## src/rtl/vision_pkg.sv

```systemverilog
// Shared pixel/bbox types and helpers for the rover vision path.
// Optional feature macro used by red_blob_tracker: BBOX_OVERLAY_EN.
package vision_pkg;

    localparam int PIX_W   = 8;
    localparam int BBOX_XW = 10;
    localparam int BBOX_YW = 9;
    localparam int BBOX_CW = 20;

    typedef struct packed {
        logic [PIX_W-1:0] r;
        logic [PIX_W-1:0] g;
        logic [PIX_W-1:0] b;
    } rgb_t;

    typedef struct packed {
        logic               found;
        logic [BBOX_XW-1:0] x_min;
        logic [BBOX_XW-1:0] x_max;
        logic [BBOX_YW-1:0] y_min;
        logic [BBOX_YW-1:0] y_max;
        logic [BBOX_CW-1:0] count;
    } bbox_t;

    function automatic int coord_w(input int n);
        return (n > 1) ? $clog2(n) : 1;
    endfunction

    // Luma-ish grey: g/2 + r/4 + b/4, never exceeds the channel range.
    function automatic logic [15:0] grey(input logic [15:0] r,
                                         input logic [15:0] g,
                                         input logic [15:0] b);
        return (g >> 1) + (r >> 2) + (b >> 2);
    endfunction

endpackage

```

## src/rtl/box_blur_line.sv

```systemverilog
// One colour channel of the horizontal box blur: TAPS-wide window
// including the current pixel, replicated from the first pixel of each line.
module box_blur_line #(
    parameter int DATA_W = 8,
    parameter int TAPS   = 4
) (
    input  logic              clk,
    input  logic              rst_n,
    input  logic              i_en,
    input  logic              i_first,
    input  logic [DATA_W-1:0] i_pix,
    output logic [DATA_W-1:0] o_blur
);

    localparam int LG = $clog2(TAPS);
    localparam int SW = DATA_W + LG;

    logic [DATA_W-1:0] r_hist [0:TAPS-2];
    logic [SW-1:0]     w_sum;

    always_comb begin
        w_sum = SW'(i_pix);
        if (i_first) begin
            w_sum = SW'(i_pix) << LG;
        end else begin
            for (int i = 0; i < TAPS-1; i++) begin
                w_sum = w_sum + SW'(r_hist[i]);
            end
        end
    end

    assign o_blur = DATA_W'(w_sum >> LG);

    always_ff @(posedge clk) begin
        if (!rst_n) begin
            for (int i = 0; i < TAPS-1; i++) begin
                r_hist[i] <= '0;
            end
        end else if (i_en) begin
            r_hist[0] <= i_pix;
            for (int i = 1; i < TAPS-1; i++) begin
                r_hist[i] <= i_first ? i_pix : r_hist[i-1];
            end
        end
    end

endmodule

```

## src/rtl/red_blob_tracker.sv

```systemverilog
// Blur -> red classify -> per-frame bounding box, two-stage stream pipeline.
// Optional: `define BBOX_OVERLAY_EN draws the previous frame's box in green.
module red_blob_tracker
    import vision_pkg::*;
#(
    parameter int DATA_W  = 8,
    parameter int TAPS    = 4,
    parameter int IMAGE_W = 640,
    parameter int IMAGE_H = 480,
    parameter int THRESH  = 40,
    parameter int MIN_VAL = 20,
    parameter int CNT_W   = 20
) (
    input  logic                         clk,
    input  logic                         rst_n,
    input  logic                         in_valid,
    output logic                         in_ready,
    input  logic                         in_sop,
    input  logic                         in_eop,
    input  logic [DATA_W-1:0]            in_r,
    input  logic [DATA_W-1:0]            in_g,
    input  logic [DATA_W-1:0]            in_b,
    output logic                         out_valid,
    input  logic                         out_ready,
    output logic                         out_sop,
    output logic                         out_eop,
    output logic [DATA_W-1:0]            out_r,
    output logic [DATA_W-1:0]            out_g,
    output logic [DATA_W-1:0]            out_b,
    output logic                         out_detect,
    output logic                         bbox_valid,
    output logic                         bbox_found,
    output logic [coord_w(IMAGE_W)-1:0]  bbox_x_min,
    output logic [coord_w(IMAGE_W)-1:0]  bbox_x_max,
    output logic [coord_w(IMAGE_H)-1:0]  bbox_y_min,
    output logic [coord_w(IMAGE_H)-1:0]  bbox_y_max,
    output logic [CNT_W-1:0]             bbox_count
);

    localparam int XW = coord_w(IMAGE_W);
    localparam int YW = coord_w(IMAGE_H);
    localparam int CW = DATA_W + 1;
    localparam logic [XW-1:0] X_LAST = XW'(IMAGE_W - 1);
    localparam logic [YW-1:0] Y_LAST = YW'(IMAGE_H - 1);
    localparam logic [CW-1:0] TH     = CW'(THRESH);
    localparam logic [CW-1:0] MV     = CW'(MIN_VAL);

    logic          w_adv;
    logic          w_live;
    logic          w_take;
    logic          w_first;
    logic [XW-1:0] w_x;
    logic [YW-1:0] w_y;
    logic [XW-1:0] r_x;
    logic [YW-1:0] r_y;
    logic          r_seen;

    assign in_ready = out_ready || !out_valid;
    assign w_adv    = in_ready;
    assign w_live   = in_valid && (in_sop || r_seen);
    assign w_take   = w_adv && w_live;
    assign w_x      = in_sop ? '0 : r_x;
    assign w_y      = in_sop ? '0 : r_y;
    assign w_first  = (w_x == '0);

    always_ff @(posedge clk) begin
        if (!rst_n) begin
            r_x    <= '0;
            r_y    <= '0;
            r_seen <= 1'b0;
        end else if (w_adv && in_valid) begin
            if (in_sop) begin
                r_seen <= 1'b1;
            end
            if (w_x == X_LAST) begin
                r_x <= '0;
                r_y <= (w_y == Y_LAST) ? w_y : w_y + YW'(1);
            end else begin
                r_x <= w_x + XW'(1);
                r_y <= w_y;
            end
        end
    end

    logic [DATA_W-1:0] w_br;
    logic [DATA_W-1:0] w_bg;
    logic [DATA_W-1:0] w_bb;

    box_blur_line #(.DATA_W(DATA_W), .TAPS(TAPS)) u_blur_r (
        .clk(clk), .rst_n(rst_n), .i_en(w_take), .i_first(w_first),
        .i_pix(in_r), .o_blur(w_br)
    );
    box_blur_line #(.DATA_W(DATA_W), .TAPS(TAPS)) u_blur_g (
        .clk(clk), .rst_n(rst_n), .i_en(w_take), .i_first(w_first),
        .i_pix(in_g), .o_blur(w_bg)
    );
    box_blur_line #(.DATA_W(DATA_W), .TAPS(TAPS)) u_blur_b (
        .clk(clk), .rst_n(rst_n), .i_en(w_take), .i_first(w_first),
        .i_pix(in_b), .o_blur(w_bb)
    );

    // S1: blurred pixel register
    logic              r_s1_valid;
    logic              r_s1_sop;
    logic              r_s1_eop;
    logic [XW-1:0]     r_s1_x;
    logic [YW-1:0]     r_s1_y;
    logic [DATA_W-1:0] r_s1_r;
    logic [DATA_W-1:0] r_s1_g;
    logic [DATA_W-1:0] r_s1_b;

    always_ff @(posedge clk) begin
        if (!rst_n) begin
            r_s1_valid <= 1'b0;
            r_s1_sop   <= 1'b0;
            r_s1_eop   <= 1'b0;
            r_s1_x     <= '0;
            r_s1_y     <= '0;
            r_s1_r     <= '0;
            r_s1_g     <= '0;
            r_s1_b     <= '0;
        end else if (w_adv) begin
            r_s1_valid <= w_live;
            r_s1_sop   <= w_live && in_sop;
            r_s1_eop   <= w_live && in_eop;
            r_s1_x     <= w_x;
            r_s1_y     <= w_y;
            r_s1_r     <= w_br;
            r_s1_g     <= w_bg;
            r_s1_b     <= w_bb;
        end
    end

    logic              w_det;
    logic [DATA_W-1:0] w_grey;
    logic [DATA_W-1:0] w_or;
    logic [DATA_W-1:0] w_og;
    logic [DATA_W-1:0] w_ob;

    assign w_det = ({1'b0, r_s1_r} > {1'b0, r_s1_g} + TH) &&
                   ({1'b0, r_s1_r} > {1'b0, r_s1_b} + TH) &&
                   ({1'b0, r_s1_r} >= MV);
    assign w_grey = DATA_W'(grey(16'(r_s1_r), 16'(r_s1_g), 16'(r_s1_b)));

`ifdef BBOX_OVERLAY_EN
    logic w_in_x;
    logic w_in_y;
    logic w_edge;

    assign w_in_x = (r_s1_x >= bbox_x_min) && (r_s1_x <= bbox_x_max);
    assign w_in_y = (r_s1_y >= bbox_y_min) && (r_s1_y <= bbox_y_max);
    assign w_edge = bbox_found &&
        ((((r_s1_x == bbox_x_min) || (r_s1_x == bbox_x_max)) && w_in_y) ||
         (((r_s1_y == bbox_y_min) || (r_s1_y == bbox_y_max)) && w_in_x));
`endif

    always_comb begin
        w_or = w_det ? r_s1_r : w_grey;
        w_og = w_det ? r_s1_g : w_grey;
        w_ob = w_det ? r_s1_b : w_grey;
`ifdef BBOX_OVERLAY_EN
        if (w_edge) begin
            w_or = '0;
            w_og = '1;
            w_ob = '0;
        end
`endif
    end

    // S2: output register
    logic [XW-1:0] r_s2_x;
    logic [YW-1:0] r_s2_y;

    always_ff @(posedge clk) begin
        if (!rst_n) begin
            out_valid  <= 1'b0;
            out_sop    <= 1'b0;
            out_eop    <= 1'b0;
            out_r      <= '0;
            out_g      <= '0;
            out_b      <= '0;
            out_detect <= 1'b0;
            r_s2_x     <= '0;
            r_s2_y     <= '0;
        end else if (w_adv) begin
            out_valid  <= r_s1_valid;
            out_sop    <= r_s1_sop;
            out_eop    <= r_s1_eop;
            out_r      <= w_or;
            out_g      <= w_og;
            out_b      <= w_ob;
            out_detect <= w_det;
            r_s2_x     <= r_s1_x;
            r_s2_y     <= r_s1_y;
        end
    end

    // An sop beat starts from an empty box, which also drops an aborted frame.
    logic             w_xfer;
    logic [XW-1:0]    r_xmin;
    logic [XW-1:0]    r_xmax;
    logic [YW-1:0]    r_ymin;
    logic [YW-1:0]    r_ymax;
    logic [CNT_W-1:0] r_cnt;
    logic [XW-1:0]    w_xmin;
    logic [XW-1:0]    w_xmax;
    logic [YW-1:0]    w_ymin;
    logic [YW-1:0]    w_ymax;
    logic [CNT_W-1:0] w_cnt;
    logic             w_found;

    assign w_xfer = out_valid && out_ready;

    always_comb begin
        w_xmin = out_sop ? X_LAST : r_xmin;
        w_xmax = out_sop ? '0     : r_xmax;
        w_ymin = out_sop ? Y_LAST : r_ymin;
        w_ymax = out_sop ? '0     : r_ymax;
        w_cnt  = out_sop ? '0     : r_cnt;
        if (out_detect) begin
            if (r_s2_x < w_xmin) w_xmin = r_s2_x;
            if (r_s2_x > w_xmax) w_xmax = r_s2_x;
            if (r_s2_y < w_ymin) w_ymin = r_s2_y;
            if (r_s2_y > w_ymax) w_ymax = r_s2_y;
            if (w_cnt != '1) w_cnt = w_cnt + CNT_W'(1);
        end
    end

    assign w_found = (w_cnt != '0);

    always_ff @(posedge clk) begin
        if (!rst_n) begin
            r_xmin     <= X_LAST;
            r_xmax     <= '0;
            r_ymin     <= Y_LAST;
            r_ymax     <= '0;
            r_cnt      <= '0;
            bbox_valid <= 1'b0;
            bbox_found <= 1'b0;
            bbox_x_min <= '0;
            bbox_x_max <= '0;
            bbox_y_min <= '0;
            bbox_y_max <= '0;
            bbox_count <= '0;
        end else begin
            bbox_valid <= w_xfer && out_eop;
            if (w_xfer && out_eop) begin
                bbox_found <= w_found;
                bbox_x_min <= w_found ? w_xmin : '0;
                bbox_x_max <= w_found ? w_xmax : '0;
                bbox_y_min <= w_found ? w_ymin : '0;
                bbox_y_max <= w_found ? w_ymax : '0;
                bbox_count <= w_cnt;
                r_xmin     <= X_LAST;
                r_xmax     <= '0;
                r_ymin     <= Y_LAST;
                r_ymax     <= '0;
                r_cnt      <= '0;
            end else if (w_xfer) begin
                r_xmin <= w_xmin;
                r_xmax <= w_xmax;
                r_ymin <= w_ymin;
                r_ymax <= w_ymax;
                r_cnt  <= w_cnt;
            end
        end
    end

endmodule
```

## config.mk

```make
export PLATFORM = sky130hd
export DESIGN_NAME = red_blob_tracker
export DESIGN_NICKNAME = d
export VERILOG_FILES = /design/src/rtl/vision_pkg.sv /design/src/rtl/box_blur_line.sv /design/src/rtl/red_blob_tracker.sv
export SDC_FILE = /design/constraint.sdc
export NUM_CORES = 1
export LEC_CHECK = 0
export BUFFER_PORTS_ARGS = -buffer_cell sky130_fd_sc_hd__clkbuf_2
export CAP_MARGIN = 30
export CELL_PAD_IN_SITES_DETAIL_PLACEMENT = 1
export CELL_PAD_IN_SITES_GLOBAL_PLACEMENT = 2
export CORE_MARGIN = 2
export CORE_UTILIZATION = 40
export CTS_CLUSTER_SIZE = 12
export DETAILED_ROUTE_END_ITERATION = 8
export PLACE_DENSITY = 0.88
export SLEW_MARGIN = 10
export SYNTH_ARGS = -nofsm -noshare
export SYNTH_HDL_FRONTEND = slang
export SYNTH_SLANG_ARGS = --single-unit
```

## constraint.sdc

```tcl
create_clock -name clk -period 12.2 [get_ports clk]
set_clock_uncertainty 0.1 [all_clocks]
set_input_delay 2.44 -clock clk [delete_from_list [all_inputs] [get_ports clk]]
set_output_delay 2.44 -clock clk [all_outputs]
set_load 0.02 [all_outputs]
```

== Yosys cells after proc, flatten, opt, wreduce, memory -nomap -nowiden ==
Memories as Yosys holds them, arrays and structs flattened.
Cells that the tools add are included.
Storage, ports and cells
  register bits after elaboration: 231
  latch bits: 0
  bits in writable memories: 72
  bits in read-only memories: 0
  bits of input ports: 30
  output and inout bits: 89
  word-level logic and storage cells: 136
  memories: 3
Cells by class
  add/sub/neg operators: 16
  $mul: 0
  divide/modulo/power cells: 0
  $lt $le $gt $ge: 7
  equality and inequality tests: 3
  shifts and indexed selects: 0
  multiplexer cells: 49
  bitwise gates (word level): 10
  reductions and logical operators: 16
Memory list
  u_blur_b.r_hist: depth 3, width 8, read ports 3, clocked after memory_dff 0, wr ports 3, RTL line box_blur_line.sv:18  | logic [DATA_W-1:0] r_hist [0:TAPS-2];
  u_blur_g.r_hist: depth 3, width 8, read ports 3, clocked after memory_dff 0, wr ports 3, RTL line box_blur_line.sv:18
  u_blur_r.r_hist: depth 3, width 8, read ports 3, clocked after memory_dff 0, wr ports 3, RTL line box_blur_line.sv:18
Operator list (count)
  $mux W8: 18
  $mux W10: 13
  $mux W9: 11
  $add A10 B8 Y10: 6
  $mux W20: 3
  $add A8 B8 Y9: 3
  $add A20 B1 Y20 const B: 1
  $ne A20 B20 Y1 const B: 1
  $reduce_bool A20 Y1: 1
  $add A8 B6 Y9 const B: 2
  $gt A8 B9 Y1: 2
  $add A10 B1 Y10 const B: 1
  $eq A10 B10 Y1 const B: 1
  $gt A10 B10 Y1: 1
  $logic_not A10 Y1: 1
  $lt A10 B10 Y1: 1
  $add A9 B1 Y9 const B: 1
  $eq A9 B9 Y1 const B: 1
  $gt A9 B9 Y1: 1
  $logic_and A1 B1 Y1: 9
  $lt A9 B9 Y1: 1
  $or A1 B1 Y1: 9
  $add A7 B6 Y8: 1
  $add A8 B6 Y8: 1
  other kinds (7): 11

== Longest topological paths before layout ==
  depth in word-level cells: 7
  depth in mapped cells: 17
  mapped depth without buffers: 17

== Modules after synthesis ==
Synthesis repeated with hierarchy kept, for this count alone.
Second synthesis, totals
  cells, all modules: 1962
  area, all modules: 17048.9 sq um
Modules (own cells, without submodules)
  red_blob_tracker: instances 1, cells an instance 1413, area each 11623.6 sq um
  box_blur_line at u_blur_b ...: instances 2, cells an instance 183, area each 1806.7 sq um
  box_blur_line at u_blur_r: instances 1, cells an instance 183, area each 1811.7 sq um

== Least setup slack after synthesis ==
OpenSTA, ideal clock, no wires.
  kind: input-to-reg
  from: in out_ready
  to: mem u_blur_b.r_hist[0][0] (enable)
  setup time: 602 ps
  arrival time: 8172 ps
  data required time: 11498 ps
  slack: 3326 ps
  cell stages on the path: 6
  path through: nor2b_1 > clkbuf_1 > inv_2 > nand2_1 > clkbuf_1 > o21ai_0
RTL lines
  start: declaration: RTL line red_blob_tracker.sv:24  | input logic out_ready,
  end: declaration: RTL line box_blur_line.sv:18

== Final worst setup path ==
  from: in out_ready
  to: out in_ready
Between the ends
  longest elaborated chain between the ends: 1
Ends and longest elaborated chain
  $logic_or A1 B1 Y1: RTL line red_blob_tracker.sv:58  | assign in_ready = out_ready || !out_valid;
  end: declaration: RTL line red_blob_tracker.sv:17  | output logic in_ready,
No other way between the ends.

==> flow_summary.yaml <==
route:
  drt.antenna.violating_nets: 0
  via_count: 14722
  wire_per_inst_um: 18.1
  wl_mm: 48.0
  drt_iter0_markers: 634
  route.detailed.drc: 0
  drtPass1Iterations: 5
  viasPerCell: 5.55
clock_tree:
  numCtsBuffers: 38
  clk_latency_ns: 0.55
  numClockSinks: 303
  holdBufCountCts: 0
  htreeDepth: 2
  cts_resized: 0
  cts_tree: "yes"
  clock-root-buffer: "clkbuf_16"
  cts_buffer_depth: 3
  cts_setup_buffers: 0
  path_clk_slew_ns: 0.05
pwr:
  p_leak_nw: 8.04
  powerDensity_mw_per_mm2: 146
  ir_drop_uv: 97.4
logic_synthesis:
  synth_edf_count: 72
  synth-main-ff-cell: "dfxtp_1"
  synthCells: 2013
  yosys_warnings: 0
  synth_area_mm2: 0.0170
  syn_nets: 2189
  syn_area_per_cell_um2: 8.45
  ys_ff_latch: 303
  yosysUniqueCellTypes: 72
  ys_async_sr_fraction: 0
  synth_seq_area_share: 0.399
timing:
  relSlewSlack: 0.400
  setup_ws_ns: 6.65
  fmax_mhz: 180
  fin_crit_ns: 5.55
  fin_crit_sh: 0.455
  rsz0062_at_grt: "false"
  tightest_slew_ns: 0.894
  hold_slack_ns: 0.348
  final_hold_viol_count: 0
  maxSlewViolCount: 0
  setup_viol: 0
  setup_tns_ns: 0
critical_path:
  r2r-start: "out_sop"
  reg2reg_setup_slack_ns: 7.59
  cp_num_buf_inv: 3
  crit_family: "buffers and inverters"
  path_cells: "clkbuf_2, nor2b_4, clkinv_2, clkbuf_2"
  crit_type: "input port to primary output"
  slowest_delay_ns: 0.22
  cp.required_ns: 9.66
  critPathMaxFanout: 4
  crit_path_start: "out_ready"
  cp-start-kind: "input port"
  timing.critical_path.depth: 4
  crit_top_cell: "clkbuf_2"
  cpMaxStageDelayCell: "clkbuf_2"
  cp.arrival_ns: 3.01
  end_kind: "primary output"
  endpoint: "in_ready"
  ff2ff_path_depth: 12
  reg2reg_to: "bbox_y_max[8]"
run_status:
  status: "finished clean"
worst_hold_path:
  hold_depth: 2
  holdCritPathClass: "flop to flop"
finish:
  final_common_cell: "nand2_1"
  antenna_cells: 0
  drive_gt1_frac: 0.112
  final_cells: 2655
  final_cell_mix: "nand2_1 (301), dfxtp_1 (230), a21oi_1 (185)"
  syn_to_final_growth_pct: 14.2
  nets: 2262
floorplan:
  io_pins: 119
  die_h_um: 210
  die_w_um: 210
  num_rows: 75
  start_util: 0.405
  core-area_mm2: 0.0419
  fp.dieArea_mm2: 0.0442
global_routing:
  grt_pass1_vias: 15471
  grt-ovfl-total: 0
  grt_pass1_wl_mm: 79.1
  grt_max_degree: 108
  grt_usage: 0.219
  grt_antenna_before_repair: 0
placed_design:
  gp_congestion: 0.851
  hpwlAfterDp_mm: 33.2
  place_ws_ns: 6.17
  dp_cells: 2583
  io_buffers: 118
run:
  drv_cap: 0
kinds of logic after synthesis:
family,after synthesis,synth area share
buf+inv,257,0.0591
compound gates,567,0.207
flops,303,0.399
xor+xnor,50,0.0257
fa+ha+maj,146,0.122
mux,7,0.00449
simple gates,683,0.183
worst reg2reg max path, stage by stage, from the launching register on:
cell      delay [ns]
dfxtp_2         0.30
buf_4           0.33
nor2b_1         0.45
ha_1            0.39
and3b_1         0.25
nand2_1         0.24
o31ai_4         0.54
mux2_4          0.36
and3b_1         0.23
nor4bb_1        0.46
a31o_2          0.46
buf_12          0.24
o21ai_0         0.13
through the flow:
step	util	instance area (um^2)	total power [mW]
6_report	0.463	19400	2.84
4_1_cts	0.462	19400	2.88
3_5_place_dp	0.431	18100	1.69
5_1_grt	0.463	19400	2.99
3_3_place_gp	0.429	18000	1.66
2_1_floorplan	-	17000	1.53
state kept, by name, indices dropped and copies added, names as in the netlist, 9 cells and up:
signal,count
r_x,10
u_blur_r.r_hist,24
r_cnt,20
bbox_x_max,10
r_xmax,10
r_xmin,10
u_blur_g.r_hist,24
u_blur_b.r_hist,24
bbox_y_min,9
r_y,9
bbox_y_max,9
r_ymin,9
bbox_x_min,10
r_s1_y,9
r_s2_y,9
bbox_count,20
r_s1_x,10
r_ymax,9
r_s2_x,10
layer usage:
layer | vias to the layer above | wire (um) | track usage
li1 | 7158 | - | -
met1 | 7266 | 21300 | 0.270
met2 | 212 | 23800 | 0.392
met3 | 86 | 1670 | 0.0358
met4 | 0 | 1300 | 0.0692
met5 | - | 0 | 0
cell type report:
type | count | area (um^2)
fillers | 4937 | 22500
multi-input cells | 1453 | 9260
well taps | 539 | 674
repair buffers | 141 | 832
flip-flops and latches | 303 | 6790
clock buffers | 58 | 1170
clock inverters | 12 | 136
inverters | 149 | 561
synth_stat cells, drive strengths merged (4+ instances only):
master	number	area [um^2]
a21boi	10	75.1
inv	149	559
a211oi	5	37.5
nor2	160	601
edfxtp	72	2160
nand2	301	1130
nor4	6	43.8
mux2i	5	50.1
clkbuf	91	345
xnor2	32	280
a22oi	32	240
o21a	17	128
xor2	18	158
a31oi	36	225
o31ai	5	51.3
nand3	39	195
o22a	8	70.1
dfxtp	231	4620
a2111oi	4	35.0
and2	31	194
fa	34	681
a221o	7	70.1
a21o	28	210
buf	17	101
o211ai	17	128
or3	12	75.1
nor3b	8	60.1
nand2b	12	75.1
or4	8	60.1
a211o	8	70.1
a21oi	185	926
nand3b	12	90.1
nand4	13	81.3
nor2b	29	181
o21ai	162	886
o221ai	4	35.0
o22ai	15	93.8
nor3	28	145
a22o	6	52.6
and3	13	81.3
ha	112	1400
worst min-delay path by stage:
| stage | from | to | slack [ns] |
|---|---|---|---|
| after CTS | r_s1_x[0] | r_s1_x[0] | 0.35 |
| after detailed placement | bbox_count[9] | bbox_count[9] | 0.34 |
| final | bbox_y_min[2] | bbox_y_min[2] | 0.35 |
| after global placement | bbox_y_max[7] | bbox_y_max[7] | 0.33 |
| after global routing | r_s1_x[8] | r_s1_x[8] | 0.37 |
| after floorplan | r_s1_valid | r_s1_valid | 0.32 |
power by group:
group	switching, mW	total (mW)	leakage [nW]	internal (mW)
sequential	0.0491	1.13	2.65	1.08
combinational	0.326	0.535	4.75	0.209
clock	0.448	1.18	0.645	0.727
(Power assumes the default switching activity.)
